--- src/rtl/ram_pkg.sv ---
// Shared definitions for the RAM built-in self-test: default geometry,
// sequencer states and the address-derived test pattern.
package ram_pkg;

  localparam int RAM_ADDR_W = 8;
  localparam int RAM_DATA_W = 8;
  localparam int RAM_DEPTH  = 128;

  typedef enum logic [2:0] {
    IDLE  = 3'd0,
    WR    = 3'd1,
    RD    = 3'd2,
    DRAIN = 3'd3,
    DONE  = 3'd4
  } state_e;

  // Only the low data-width bits of the address take part in the pattern.
  function automatic logic [RAM_DATA_W-1:0] expected(input logic [RAM_DATA_W-1:0] seed,
                                                      input logic [RAM_DATA_W-1:0] addr);
    return seed ^ addr;
  endfunction

endpackage

--- src/rtl/ram_bist_if.sv ---
// Port bundle between the self-test sequencer and the synchronous RAM.
interface ram_bist_if #(
  parameter int ADDR_W = 8,
  parameter int DATA_W = 8
);
  logic [ADDR_W-1:0] Addr;
  logic [DATA_W-1:0] Din;
  logic              EN;
  logic              WE;
  logic [DATA_W-1:0] RamDOut;

  modport master (output Addr, Din, EN, WE, input RamDOut);
  modport slave  (input Addr, Din, EN, WE, output RamDOut);
endinterface

--- src/rtl/ram_bist_checker.sv ---
// Read-back compare pipeline: holds the expectation for the read in flight,
// counts mismatches (saturating) and latches the first failing address.
module ram_bist_checker #(
  parameter int ADDR_W = 8,
  parameter int DATA_W = 8
) (
  input  logic              CLK,
  input  logic              RST_N,
  input  logic              clear_i,
  input  logic              load_i,
  input  logic [DATA_W-1:0] exp_i,
  input  logic [ADDR_W-1:0] addr_i,
  input  logic [DATA_W-1:0] rdata_i,
  output logic [7:0]        err_cnt_o,
  output logic [ADDR_W-1:0] fail_addr_o,
  output logic              clean_d_o
);

  function automatic logic [7:0] sat_inc(input logic [7:0] v);
    return (v == 8'hFF) ? v : v + 8'd1;
  endfunction

  logic              pend_v_q, pend_v_d;
  logic [DATA_W-1:0] pend_exp_q;
  logic [ADDR_W-1:0] pend_addr_q;
  logic [7:0]        err_q, err_d;
  logic [ADDR_W-1:0] fail_q, fail_d;
  logic              first_q, first_d;
  logic              mismatch;

  always_comb begin
    pend_v_d = load_i;
    err_d    = err_q;
    fail_d   = fail_q;
    first_d  = first_q;
    mismatch = pend_v_q && (rdata_i != pend_exp_q);
    if (clear_i) begin
      err_d   = '0;
      fail_d  = '0;
      first_d = 1'b0;
    end else if (mismatch) begin
      err_d = sat_inc(err_q);
      if (!first_q) begin
        fail_d  = pend_addr_q;
        first_d = 1'b1;
      end
    end
  end

  always_ff @(posedge CLK) begin
    if (!RST_N) begin
      pend_v_q <= 1'b0;
      err_q    <= '0;
      fail_q   <= '0;
      first_q  <= 1'b0;
    end else begin
      pend_v_q <= pend_v_d;
      err_q    <= err_d;
      fail_q   <= fail_d;
      first_q  <= first_d;
    end
  end

  // RAM data arrives one cycle after the read is issued; park its expectation.
  always_ff @(posedge CLK) begin
    if (load_i) begin
      pend_exp_q  <= exp_i;
      pend_addr_q <= addr_i;
    end
  end

  assign err_cnt_o   = err_q;
  assign fail_addr_o = fail_q;
  assign clean_d_o   = (err_d == 8'd0);

endmodule

--- src/rtl/ram_bist.sv ---
// RAM self-test sequencer: writes seed^addr to every location, reads it all
// back through the checker and reports pass/fail with error statistics.
module ram_bist
  import ram_pkg::*;
#(
  parameter int ADDR_W = RAM_ADDR_W,
  parameter int DATA_W = RAM_DATA_W,
  parameter int DEPTH  = RAM_DEPTH
) (
  input  logic              CLK,
  input  logic              RST_N,
  input  logic              Start,
  input  logic [DATA_W-1:0] Seed,
  output logic              Busy,
  output logic              Done,
  output logic              Pass,
  output logic [7:0]        ErrCount,
  output logic [ADDR_W-1:0] FailAddr,
  ram_bist_if.master        ram
);

  localparam logic [ADDR_W-1:0] LAST = ADDR_W'(DEPTH - 1);

  function automatic logic [DATA_W-1:0] pat(input logic [DATA_W-1:0] s,
                                            input logic [ADDR_W-1:0] a);
    return DATA_W'(expected(RAM_DATA_W'(s), RAM_DATA_W'(a)));
  endfunction

  state_e            state_q, state_d;
  logic [ADDR_W-1:0] addr_q, addr_d;
  logic [DATA_W-1:0] din_q, din_d;
  logic [DATA_W-1:0] seed_q, seed_d;
  logic              en_q, en_d, we_q, we_d;
  logic              busy_q, busy_d, done_q, done_d, pass_q, pass_d;
  logic              start_acc;
  logic              clean_d;

  always_comb begin
    state_d   = state_q;
    addr_d    = addr_q;
    din_d     = din_q;
    seed_d    = seed_q;
    en_d      = 1'b0;
    we_d      = 1'b0;
    pass_d    = pass_q;
    start_acc = 1'b0;
    case (state_q)
      IDLE, DONE: begin
        if (Start) begin
          start_acc = 1'b1;
          seed_d    = Seed;
          state_d   = WR;
          addr_d    = '0;
          din_d     = pat(Seed, '0);
          en_d      = 1'b1;
          we_d      = 1'b1;
          pass_d    = 1'b0;
        end
      end
      WR: begin
        en_d = 1'b1;
        if (addr_q == LAST) begin
          state_d = RD;
          addr_d  = '0;
        end else begin
          addr_d = addr_q + 1'b1;
          din_d  = pat(seed_q, addr_q + 1'b1);
          we_d   = 1'b1;
        end
      end
      RD: begin
        if (addr_q == LAST) begin
          state_d = DRAIN;
          addr_d  = '0;
        end else begin
          addr_d = addr_q + 1'b1;
          en_d   = 1'b1;
        end
      end
      DRAIN: begin
        state_d = DONE;
        pass_d  = clean_d;
      end
      default: state_d = IDLE;
    endcase
    busy_d = (state_d == WR) || (state_d == RD) || (state_d == DRAIN);
    done_d = (state_d == DONE);
  end

  always_ff @(posedge CLK) begin
    if (!RST_N) begin
      state_q <= IDLE;
      addr_q  <= '0;
      din_q   <= '0;
      seed_q  <= '0;
      en_q    <= 1'b0;
      we_q    <= 1'b0;
      busy_q  <= 1'b0;
      done_q  <= 1'b0;
      pass_q  <= 1'b0;
    end else begin
      state_q <= state_d;
      addr_q  <= addr_d;
      din_q   <= din_d;
      seed_q  <= seed_d;
      en_q    <= en_d;
      we_q    <= we_d;
      busy_q  <= busy_d;
      done_q  <= done_d;
      pass_q  <= pass_d;
    end
  end

  ram_bist_checker #(
    .ADDR_W (ADDR_W),
    .DATA_W (DATA_W)
  ) u_checker (
    .CLK         (CLK),
    .RST_N       (RST_N),
    .clear_i     (start_acc),
    .load_i      (state_q == RD),
    .exp_i       (pat(seed_q, addr_q)),
    .addr_i      (addr_q),
    .rdata_i     (ram.RamDOut),
    .err_cnt_o   (ErrCount),
    .fail_addr_o (FailAddr),
    .clean_d_o   (clean_d)
  );

  assign ram.Addr = addr_q;
  assign ram.Din  = din_q;
  assign ram.EN   = en_q;
  assign ram.WE   = we_q;
  assign Busy     = busy_q;
  assign Done     = done_q;
  assign Pass     = pass_q;

endmodule

--- src/flat_wrapper.sv ---
// flat-port wrapper written by rule: the top's interface ports become plain ports
module ram_bist_flat import ram_pkg::*;
#(
  parameter int ADDR_W = RAM_ADDR_W,
  parameter int DATA_W = RAM_DATA_W,
  parameter int DEPTH  = RAM_DEPTH
)
  (CLK, RST_N, Start, Seed, Busy, Done, Pass, ErrCount, FailAddr, ram_Addr, ram_Din, ram_EN, ram_WE, ram_RamDOut);
  ram_bist_if #(.ADDR_W(ADDR_W), .DATA_W(DATA_W)) ram_i ();
  input  logic CLK;
  input  logic RST_N;
  input  logic Start;
  input  logic [DATA_W-1:0] Seed;
  output logic Busy;
  output logic Done;
  output logic Pass;
  output logic [7:0] ErrCount;
  output logic [ADDR_W-1:0] FailAddr;
  output wire logic [$bits(ram_i.Addr)-1:0] ram_Addr;
  output wire logic [$bits(ram_i.Din)-1:0] ram_Din;
  output wire logic [$bits(ram_i.EN)-1:0] ram_EN;
  output wire logic [$bits(ram_i.WE)-1:0] ram_WE;
  input wire logic [$bits(ram_i.RamDOut)-1:0] ram_RamDOut;
  assign ram_Addr = ram_i.Addr;
  assign ram_Din = ram_i.Din;
  assign ram_EN = ram_i.EN;
  assign ram_WE = ram_i.WE;
  assign ram_i.RamDOut = ram_RamDOut;
  ram_bist #(.ADDR_W(ADDR_W), .DATA_W(DATA_W), .DEPTH(DEPTH)) u_core (.CLK(CLK), .RST_N(RST_N), .Start(Start), .Seed(Seed), .Busy(Busy), .Done(Done), .Pass(Pass), .ErrCount(ErrCount), .FailAddr(FailAddr), .ram(ram_i));
endmodule
--- config.mk ---
export PLATFORM = sky130hd
export DESIGN_NAME = ram_bist_flat
export DESIGN_NICKNAME = d
export VERILOG_FILES = /design/src/rtl/ram_pkg.sv /design/src/rtl/ram_bist_if.sv /design/src/rtl/ram_bist_checker.sv /design/src/rtl/ram_bist.sv /design/src/flat_wrapper.sv
export SDC_FILE = /design/constraint.sdc
export NUM_CORES = 1
export LEC_CHECK = 0
export BUFFER_PORTS_ARGS = -buffer_cell sky130_fd_sc_hd__buf_2
export CAP_MARGIN = 25
export CORE_MARGIN = 3
export CORE_UTILIZATION = 52
export CTS_BUF_LIST = sky130_fd_sc_hd__clkbuf_8
export DETAILED_ROUTE_END_ITERATION = 8
export GPL_TIMING_DRIVEN = 0
export HOLD_SLACK_MARGIN = 0.06
export PLACE_DENSITY = 0.86
export SLEW_MARGIN = 20
export SYNTH_ARGS = -nofsm -noshare
export SYNTH_HDL_FRONTEND = slang
export SYNTH_SLANG_ARGS = --single-unit
--- constraint.sdc ---
create_clock -name CLK -period 2.22 [get_ports CLK]
set_clock_uncertainty 0.2 [all_clocks]
set_input_delay 0.333 -clock CLK [delete_from_list [all_inputs] [get_ports CLK]]
set_output_delay 0.333 -clock CLK [all_outputs]
set_load 0.02 [all_outputs]
==> metrics.md <==
| Metric | Value |
|---|---|
| Status | `finished, final reports clean` |
| CTS root buf | `clkbuf_8` |
| Endpoint, Worst Hold | `u_core.state_q[2]` |
| Num rows | `26` |
| Leak pwr | `0.00157 uW` |
| Worst-path clk slew | `70 ps` |
| R2r startpoint | `u_core.ram.Addr[0]` |
| Die area | `0.00666 mm^2` |
| Worst Reg-to-Reg Cells | `7` |
| Io pins | `56` |
| Clock Sinks | `66` |
| Die Height | `81.6 um` |
| GP Congestion | `0.879` |
| Max_cap viols | `0` |
| Synth Register Bits | `66` |
| Iter 0 DRT Violations | `113` |
| Gr ovfl total | `0` |
| Crit path time final | `between 2000 and 2500 ps` |
| Maximum number of pins on one net before global-route repair | `13` |
| CTS tree | `done` |
| Crit Path Max Fanout | `10` |
| Actual slew at the worst max-slew pin | `801 ps` |
| Drt wl/cell | `roughly 16 um` |
| Final core utilization | `0.717` |
| Most frequent cell after synthesis | `dfxtp_1` |
| Antenna diodes | `0` |
| Post-synth EDFFs | `16` |
| F_max | `469 MHz` |
| Top cell type's share of synthesized area | `0.337` |
| Final Hold Fails | `0` |
| Number of global-route vias before repair | `about 2,500` |
| DRC | `0` |
| Syn Nets | `327` |
| Setup crit start kind | `flip-flop` |
| Layout cells sized above 1 | `0.262` |
| GR met3 Demand/Resource | `0.0757` |
| Largest area contributor in the netlist | `dfxtp_1` |
| Worst-Skew Late Latency | `around 350 ps` |
| FF-to-FF setup slack | `between 80 and 90 ps` |
| Pwr Total | `2890 uW` |
| Max IR drop VDD | `approximately 770 uV` |
| Slew Viols, Final | `0` |
| Post-DRT Antenna Nets | `0` |
| Mapped Avg Cell Area | `9.71 um^2` |
| Crit Path Category | `reg2reg` |
| Met2 global-route usage | `0.401` |
| Via count | `2,576` |
| Area Growth Syn to Fin | `28.0%` |
| Die X | `81.6 um` |
| Crit-path cells | `ha_4 -> nand3_1 -> or3_4 -> nand2_1 -> a21oi_4 -> buf_2 -> o211a_1` |
| Slowest stage delay, CP | `450 ps` |
| Slowest cell on crit path | `or3_4` |
| Worst flop-to-flop path endpoint | `u_core.ram.Din[2]` |
| Unrepaired setup endpoints after global routing | `yes` |
| Main synth FF type | `dfxtp_1` |
| Core Footprint | `0.00530 mm^2` |
| Global-route wire length before repair | `around 12 mm` |
| CP required | `approximately 2300 ps` |
| Initial Util | `0.560` |
| Initial antenna violation count | `0` |
| DRT Pass-1 Iters | `4` |
| Arrival time at the worst endpoint | `about 2200 ps` |
| Final setup vio count | `0` |
| WL final | `7.27 mm` |
| Pwr dens | `761 mW/mm^2` |
| Worst setup EP type | `flip-flop` |
| Tot GR Track Use | `0.236` |
| Via density | `5.61` |
| Yosys cell types | `50` |
| Min-delay src | `Start` |
| Largest cells by area after synthesis | `dfxtp_1 (34%), edfxtp_1 (16%), xor2_1 (5.3%)` |
| Mapped Area | `0.00297 mm^2` |
| Most Crowded Layer GR | `met2` |
| Part of the Yosys area used for sequential elements | `0.499` |
| Final nets | `between 400 and 500` |
| Crit share post-route | `0.961` |
| Synth warn | `0` |
| PortBufs | `55` |
| Hold Path Class | `in2reg` |
| Syn Inst Count | `306` |
| CTS Buffer Depth | `2` |
| M1 GR Usage | `0.274` |
| Slew headroom | `0.463` |
| Hold Path Stages | `3` |
| Synth top cells by count | `dfxtp_1 (50), nor2_1 (38), nand2_1 (35)` |
| CTS H-tree lvls | `3` |
| Detailed Place HPWL | `4.80 mm` |
| Async set-reset flop share out of synthesis | `0` |
| CTS Buf Count | `9` |
| Filler cells | `378` |
==> registers in the layout (all words and copies together), names as in the netlist, 3 cells and up <==
| register | flops |
|---|---|
| u_core.ram.Din | 8 |
| u_core.u_checker.err_cnt_o | 8 |
| u_core.state_q | 3 |
| u_core.u_checker.fail_addr_o | 8 |
| u_core.u_checker.pend_addr_q | 8 |
| u_core.seed_q | 8 |
| u_core.u_checker.pend_exp_q | 8 |
| u_core.ram.Addr | 8 |
==> worst max-delay path: cells and delay by family, from the launching register on <==
kind	cells	cell delay [ps]
buf+inv	1	200
compound gates	2	330
simple gates	3	720
flops	1	400
fa+ha+maj	1	170
==> routing by layer <==
metal,vias to the layer above,share of wire
li1,1244,-
met4,0,0.021
met1,1207,0.42
met5,-,0
met3,22,0.067
met2,103,0.49
==> worst max-delay path by stage <==
stage                            start                  to
detailed placement   u_core.state_q[1]  u_core.ram.Addr[5]
finish              u_core.ram.Addr[0]   u_core.ram.Din[2]
floorplan           u_core.ram.Addr[1]   u_core.ram.Din[0]
global route         u_core.state_q[2]   u_core.ram.Din[4]
global placement     u_core.state_q[1]  u_core.ram.Addr[5]
CTS                  u_core.state_q[1]  u_core.ram.Addr[5]
==> power by group <==
part	switching, uW	leakage (uW)	internal, uW	total, uW
Clock	475	0.000129	859	1330
Sequential	24.9	0.000556	1260	1290
Combinational	169	0.000886	104	273
Total	670	0.00157	2220	2890
==> metrics by stage <==
| step | std cells | setup TNS (ps) | area [um^2] | hold slack, ps | setup WS (ps) |
|---|---|---|---|---|---|
| 3_3_place_gp | 431 | -1080 | 3330 | 255 | -264 |
| 5_1_grt | 459 | -23.8 | 3800 | 179 | -23.4 |
| 2_1_floorplan | 306 | 0 | 2970 | 248 | 11.1 |
| 6_report | 459 | 0 | 3800 | 154 | 85.7 |
| 4_1_cts | 456 | 0 | 3710 | 134 | 4.02 |
| 3_5_place_dp | 431 | -2150 | 3330 | 260 | -321 |
==> cell families (layout without fill, tap and decap cells) <==
kind of cell	count (synthesis)	after routing	synth area share
AO/OA/AOI/OAI	61	61	0.143
XOR/XNOR	27	27	0.0796
adder cells (fa/ha/maj)	2	2	0.00842
buffers and inverters	16	98	0.0211
flip-flops	66	66	0.499
multiplexers	12	12	0.0417
AND/OR/NAND/NOR	122	123	0.207
==> what timing repair did <==
action,CTS,global route
hold buffers,8,0
endpoints found under the setup margin,18,28
resized for setup,5,13
pin swaps,0,1
cloned,1,0
hold endpoints to repair,8,0
setup buffers,0,3
==> area by class of cell <==
| type | count | area [um^2] | area share |
|---|---|---|---|
| Sequential cell | 66 | 1490 | 0.392 |
| Timing Repair Buffer | 66 | 390 | 0.103 |
| Inverter | 6 | 22.5 | 0.00592 |
| Clock inverter | 7 | 141 | 0.0372 |
| Multi-Input combinational cell | 225 | 1500 | 0.395 |
| Clock buffer | 9 | 124 | 0.0326 |
| Buffer | 10 | 42.5 | 0.0112 |
| Tap cell | 70 | 87.6 | 0.0230 |
==> cell usage in the layout (no fill, tap or decap), types with 8 or more instances in the layout <==
cell            n
nand2_1        35
mux2i_1        11
nor2_1         38
a21oi_1        21
dlygate4sd3_1   8
edfxtp_1       16
clkbuf_8        9
dfxtp_1        47
o21ai_1         8
xor2_1         18
xnor2_1         9
buf_2          57
Note: power is estimated with default switching activity, not from simulation.
